--- config.mk ---
export PLATFORM = sky130hd
export DESIGN_NAME = button_event_arbiter
export DESIGN_NICKNAME = d
export VERILOG_FILES = /design/src/rtl/button_event_arbiter.sv
export SDC_FILE = /design/constraint.sdc
export NUM_CORES = 1
export LEC_CHECK = 0
export ABC_AREA = 1
export BUFFER_PORTS_ARGS = -buffer_cell sky130_fd_sc_hd__buf_2
export CORE_MARGIN = 2
export CORE_UTILIZATION = 58
export CTS_CLUSTER_SIZE = 12
export DETAILED_ROUTE_END_ITERATION = 8
export GPL_TIMING_DRIVEN = 0
export HOLD_SLACK_MARGIN = 0.05
export PLACE_DENSITY_LB_ADDON = 0.12
export SYNTH_ARGS = -nofsm -noshare
export SYNTH_HDL_FRONTEND = slang
export SYNTH_SLANG_ARGS = --single-unit
--- constraint.sdc ---
create_clock -name clk -period 2.17 [get_ports clk]
set_input_delay 0 -clock clk [delete_from_list [all_inputs] [get_ports clk]]
set_output_delay 0 -clock clk [all_outputs]
set_load 0.02 [all_outputs]
--- src/rtl/button_event_arbiter.sv ---
// Turns debounced button levels into press events (plus hold/auto-repeat events when
// AUTO_REPEAT_EN is defined), arbitrated round-robin into a small valid/ready event FIFO.
module button_event_arbiter #(
  parameter int WIDTH         = 4,
  parameter int HOLD_CYCLES   = 25000000,
  parameter int REPEAT_CYCLES = 5000000,
  parameter int FIFO_DEPTH    = 4,
  parameter int ID_WIDTH      = $clog2(WIDTH)
) (
  input  logic                clk,
  input  logic                rst,
  input  logic [WIDTH-1:0]    buttons,
  output logic                event_valid,
  input  logic                event_ready,
  output logic [ID_WIDTH-1:0] event_id,
  output logic                event_repeat,
  output logic [WIDTH-1:0]    pending,
  output logic                overflow,
  input  logic                overflow_clr
);

  localparam int PTR_W = $clog2(FIFO_DEPTH);

  if (WIDTH < 2 || FIFO_DEPTH < 2 || (FIFO_DEPTH & (FIFO_DEPTH - 1)) != 0 ||
      HOLD_CYCLES < 1 || REPEAT_CYCLES < 1) begin : g_bad_params
    $error("button_event_arbiter: illegal parameter set");
  end

`ifdef AUTO_REPEAT_EN
  typedef enum logic [1:0] {IDLE, HELD, REPEAT} btn_state_e;
  localparam int MAX_CYCLES = (HOLD_CYCLES > REPEAT_CYCLES) ? HOLD_CYCLES : REPEAT_CYCLES;
  localparam int CNT_W      = (MAX_CYCLES > 1) ? $clog2(MAX_CYCLES) : 1;
  localparam logic [CNT_W-1:0] HOLD_LAST   = CNT_W'(HOLD_CYCLES - 1);
  localparam logic [CNT_W-1:0] REPEAT_LAST = CNT_W'(REPEAT_CYCLES - 1);

  logic [CNT_W-1:0] cnt_q [WIDTH];
  logic [CNT_W-1:0] cnt_d [WIDTH];
  logic [WIDTH-1:0] fire_rep;
  logic [WIDTH-1:0] flag_q, flag_d, flag_upd;
  logic             rep_mem [FIFO_DEPTH];
`else
  typedef enum logic {IDLE, HELD} btn_state_e;
`endif

  btn_state_e          state_q [WIDTH];
  btn_state_e          state_d [WIDTH];
  logic [WIDTH-1:0]    prev_q, blocked_q, rising, fire, coalesce, grant;
  logic [ID_WIDTH-1:0] rr_ptr, grant_id, id_mem [FIFO_DEPTH];
  logic                grant_found, push, pop, full, empty;
  logic [PTR_W:0]      wr_ptr, rd_ptr;

  function automatic logic [ID_WIDTH-1:0] rr_index(input logic [ID_WIDTH-1:0] base,
                                                    input int off);
    int sum;
    sum = int'(base) + off;
    if (sum >= WIDTH) sum = sum - WIDTH;
    return ID_WIDTH'(sum);
  endfunction

  // A button still high when reset releases stays blocked until it is seen low.
  assign rising = buttons & ~prev_q & ~blocked_q;

  // NOTE: every signal written here gets a default first, so no path can infer a latch.
  always_comb begin
    fire = '0;
`ifdef AUTO_REPEAT_EN
    fire_rep = '0;
`endif
    for (int i = 0; i < WIDTH; i++) begin
      state_d[i] = state_q[i];
`ifdef AUTO_REPEAT_EN
      cnt_d[i] = '0;
`endif
      if (!buttons[i]) begin
        state_d[i] = IDLE;
      end else begin
        case (state_q[i])
          IDLE: if (rising[i]) begin
            state_d[i] = HELD;
            fire[i]    = 1'b1;
          end
`ifdef AUTO_REPEAT_EN
          HELD: if (cnt_q[i] == HOLD_LAST) begin
            state_d[i]  = REPEAT;
            fire[i]     = 1'b1;
            fire_rep[i] = 1'b1;
          end else begin
            cnt_d[i] = cnt_q[i] + CNT_W'(1);
          end
          REPEAT: if (cnt_q[i] == REPEAT_LAST) begin
            fire[i]     = 1'b1;
            fire_rep[i] = 1'b1;
          end else begin
            cnt_d[i] = cnt_q[i] + CNT_W'(1);
          end
`else
          HELD: state_d[i] = HELD;
`endif
          default: state_d[i] = IDLE;
        endcase
      end
    end
  end

  assign empty = (wr_ptr == rd_ptr);
  assign full  = (wr_ptr[PTR_W] != rd_ptr[PTR_W]) &&
                 (wr_ptr[PTR_W-1:0] == rd_ptr[PTR_W-1:0]);
  assign pop   = !empty && event_ready;

  always_comb begin
    grant_found = 1'b0;
    grant_id    = '0;
    for (int off = 0; off < WIDTH; off++) begin
      if (!grant_found && pending[rr_index(rr_ptr, off)]) begin
        grant_found = 1'b1;
        grant_id    = rr_index(rr_ptr, off);
      end
    end
    push  = grant_found && !full;
    grant = '0;
    if (push) grant[grant_id] = 1'b1;
  end

  // A fresh event on a bit being granted this cycle simply re-arms it.
  assign coalesce = fire & pending & ~grant;
`ifdef AUTO_REPEAT_EN
  assign flag_upd = fire & ~coalesce;
  assign flag_d   = (flag_q & ~flag_upd) | (fire_rep & flag_upd);
`endif

  // NOTE: sequential state uses non-blocking assignments so all flops see pre-edge values.
  always_ff @(posedge clk) begin
    if (rst) begin
      for (int i = 0; i < WIDTH; i++) begin
        state_q[i] <= IDLE;
`ifdef AUTO_REPEAT_EN
        cnt_q[i] <= '0;
`endif
      end
`ifdef AUTO_REPEAT_EN
      flag_q <= '0;
`endif
      prev_q    <= '0;
      blocked_q <= buttons;
      pending   <= '0;
      overflow  <= 1'b0;
      rr_ptr    <= '0;
      wr_ptr    <= '0;
      rd_ptr    <= '0;
    end else begin
      for (int i = 0; i < WIDTH; i++) begin
        state_q[i] <= state_d[i];
`ifdef AUTO_REPEAT_EN
        cnt_q[i] <= cnt_d[i];
`endif
      end
`ifdef AUTO_REPEAT_EN
      flag_q <= flag_d;
`endif
      prev_q    <= buttons;
      blocked_q <= blocked_q & buttons;
      pending   <= (pending & ~grant) | fire;
      if (|coalesce)        overflow <= 1'b1;
      else if (overflow_clr) overflow <= 1'b0;
      if (push) begin
        rr_ptr <= rr_index(grant_id, 1);
        wr_ptr <= wr_ptr + (PTR_W + 1)'(1);
      end
      if (pop) rd_ptr <= rd_ptr + (PTR_W + 1)'(1);
    end
  end

  // NOTE: the storage array is not reset; the pointers alone decide which entries are live.
  always_ff @(posedge clk) begin
    if (push) begin
      id_mem[wr_ptr[PTR_W-1:0]] <= grant_id;
`ifdef AUTO_REPEAT_EN
      rep_mem[wr_ptr[PTR_W-1:0]] <= flag_q[grant_id];
`endif
    end
  end

  assign event_valid = !empty;
  assign event_id    = empty ? '0 : id_mem[rd_ptr[PTR_W-1:0]];
`ifdef AUTO_REPEAT_EN
  assign event_repeat = empty ? 1'b0 : rep_mem[rd_ptr[PTR_W-1:0]];
`else
  assign event_repeat = 1'b0;
`endif

endmodule

==> reports/results.tsv <==
stage	metric	value	unit
outcome	status	complete, no violations	
grt	Remaining Overflow, GRT	0	
detailed_routing	final routed DRC violation total	0	
grt	vias in the first global route	1216	
min_path	WHS Path Cells	6	
grt	global routing's busiest layer	met2	
detailed_routing	Final ANT Viol Nets	0	
finish	Layout area overhead	27.2	%
grt	GR Util met1	0.258	
min_path	Hold Path End	overflow	
power	power per cell area	1590	nW/um2
setup_path	Reg2Reg Depth	16	
floorplan	chip width	60.1	um
clock_network	Skew-Pair Late Insertion Delay	0.35	ns
placement	DP Area	1950	um2
synthesis	syn avg cell area	8.21	um2
synthesis	Syn Std Cell Area	1820	um2
clock_network	Bufs on Longest Clock Path	2	
power	NetSw	1.71	mW
floorplan	initial core utilization	0.602	
setup_path	FF-to-FF Start	rr_ptr[1]	
setup_path	critical path arrival	2.39	ns
setup_path	count of buffer and inverter cells on the critical path	2	
grt	GR Util met2	0.290	
detailed_routing	Initial DRC Count	68	
sta	Fin Hold WS	0.0804	ns
sta	Setup TNS Final	0	ns
clock_network	CTS tree	done	
power	Leak	1.06	nW
sta	slew of the pin with the lowest slew margin	0.500	ns
setup_path	critical-path maximum fanout	7	
power	Sw Share	0.462	
finish	share of cells above drive strength 1	0.357	
power	worst vdd ir	0.792	mV
synthesis	post-synth net total	239	
finish	diode count	0	
synthesis	register area share after synthesis	0.428	
clock_network	total CTS buffers	5	
sta	RSZ-0062 raised after global routing	true	
clock_network	clock slew at reported path FFs	0.10	ns
clock_network	Root Driver	clkbuf_4	
placement	RePlAce Congestion	0.770	
min_path	Worst Hold Class	input port to flop	
sta	Max Freq	462	MHz
sta	Fin. Hold Viols	0	
sta	Final Max Slew Viols	0	
detailed_routing	post-DR wirelength/cell	12.6	um
detailed_routing	vias per cell	4.95	
setup_path	Critical-path top delay cell	dfxtp_2	
grt	GRT met3 Usage	0.0628	
power	Int Pwr	1.99	mW
synthesis	Synth Register Bits	35	
grt	initial antenna violation count	0	
finish	Final Instance Area	2320	um2
grt	first-pass GRT wire length	5.08	mm
floorplan	Die Y	60.1	um
flow_run	Max Cap Viol	0	
setup_path	slowest stage delay, CP	0.40	ns
sta	Max transition margin	0.667	
setup_path	FF-to-FF setup slack	0.004	ns
grt	GRT Overall Usage	0.195	
min_path	hold_sp	overflow_clr	
power	Clock power frac	0.092	
floorplan	core area	3030	um2
floorplan	I/O pins	17	
finish	net count reported at finish	279	
clock_network	H-tree level count	2	
detailed_routing	vias	1519	
detailed_routing	drt first pass iters	5	
setup_path	r2r endpoint	overflow	
floorplan	row count	20	
sta	final setup vio count	0	
setup_path	delay-heaviest family, CP	simple AND/OR/NAND/NOR gates	
sta	minimum clock period	2.17	ns
placement	input/output buffers	15	
synthesis	Distinct cells, synth	31	
floorplan	DIE AREA	3610	um2
clock_network	clk sinks	35	
placement	hpwl dp	2.21	mm
setup_path	startpoint types	flop	
setup_path	critical path startpoint	rr_ptr[1]	
setup_path	critical-path cell list	inv_2 > nand2_1 > nand2_4 > nand2_4 > nand2_4 > nor2_4 > nor2_4 > xor2_2 > nor2_4 > buf_6 > ha_1 > nand3_2 > nand3_1 > nand2_1 > nor2_2 > nor2_1	
power	Comb pwr share	0.634	
detailed_routing	WL final	3.87	mm
grt	largest net degree at the start of global routing	12	
setup_path	CP Capture Type	flop	
power	Seq pwr share	0.274	
setup_path	required time of the critical path	2.39	ns
synthesis	post-synthesis cell count	222	
sta	Final Cycle Share	0.998	
sta	Setup Skew	0.0150	ns
synthesis	yosys warns	0	
setup_path	WS Path Type	flop to flop	
==> worst min-delay path: cells and delay by family <==
kind          cells  cell delay [ns]
simple gates      4             0.24
buf+inv           2             0.14
==> per-stage QoR <==
step                      std cells  power, mW  worst slack (ns)   util
after CTS                       295       2.97           0.00830  0.683
final                           307       3.69           0.00393  0.766
after floorplan                 222       2.29             0.149      -
after detailed placement        281       2.61           -0.0740  0.645
after global placement          281       2.59           -0.0475  0.645
after global routing            307       3.96            -0.142  0.766
==> timing repair <==
| action | 4_1_cts | 5_1_grt |
|---|---|---|
| setup endpoints to repair | 2 | 5 |
| gates cloned | 0 | 0 |
| pin swaps | 0 | 20 |
| setup buffers | 0 | 13 |
| hold endpoints to repair | 17 | 0 |
| hold buffers | 6 | 0 |
| gates resized for setup | 2 | 46 |
==> layout make-up <==
| cell class | instances | area (um2) |
|---|---|---|
| clock buffer | 5 | 37.5 |
| fill | 197 | 708 |
| inverter | 39 | 156 |
| tap | 44 | 55.1 |
| multi-input combinational | 143 | 992 |
| clock inverter | 3 | 15.0 |
| sequential | 35 | 787 |
| timing repair buffer | 34 | 238 |
| buffer | 4 | 38.8 |
==> power groups by stage <==
| stage | clock network [mW] | registers, mW | logic (mW) |
|---|---|---|---|
| after global placement | 0 | 1.00 | 1.58 |
| after CTS | 0.348 | 0.991 | 1.63 |
| final | 0.341 | 1.01 | 2.34 |
| after floorplan | 0 | 1.00 | 1.29 |
| after detailed placement | 0 | 1.01 | 1.60 |
| after global routing | 0.371 | 1.03 | 2.56 |
==> cell usage in the layout (no fill, tap or decap), types with 5 or more instances in the layout <==
cell type,n
a21oi_1,14
buf_2,16
buf_4,12
clkbuf_4,5
dfxtp_1,24
dlygate4sd3_1,6
edfxtp_1,8
ha_1,6
inv_1,35
nand2_1,27
nand2_2,15
nand2_4,6
nand3_1,5
nand3_2,7
nand4_1,5
nor2_1,22
==> cells by family after synthesis <==
group	Yosys count	synth area share
compound gates	35	0.123
xor+xnor	3	0.0144
fa+ha+maj	9	0.0618
buf+inv	44	0.112
flops	35	0.428
other cells	1	0.00206
simple gates	95	0.259
==> state kept, by name, summed over array words and instances, names as in the netlist, named ones only <==
register / cells
blocked_q: 4
id_mem: 8
overflow: 1
pending: 4
prev_q: 4
rd_ptr: 3
rr_ptr: 2
state_q: 4
wr_ptr: 3
==> synth_stat cells (all sizes together) <==
cell type	number	area, um2
o21a	1	7.51
xor2	3	26.3
and2	1	8.76
o21ai	10	65.1
nand3	13	77.6
o32ai	2	17.5
nand4	5	31.3
clkbuf	1	3.75
edfxtp	8	240
dfxtp	27	541
inv	39	154
conb	1	3.75
nor2	28	129
buf	4	46.3
a21boi	4	30.0
a21oi	17	96.4
ha	9	113
nand2	48	225
o211ai	1	7.51
==> worst max path at each step <==
stage	end	slack (ns)	cells past startpoint
finish	overflow	0.004	16
CTS	overflow	0.008	14
floorplan	overflow	0.15	13
global route	overflow	-0.14	16
global placement	overflow	-0.05	17
detailed placement	overflow	-0.07	17
==> layer usage <==
metal / wire, um / vias to the layer above
met3: 159 / 14
met2: 1860 / 31
met5: 0 / -
li1: - / 779
met4: 132 / 0
met1: 1720 / 695
Note: power is estimated with default switching activity, not from simulation.
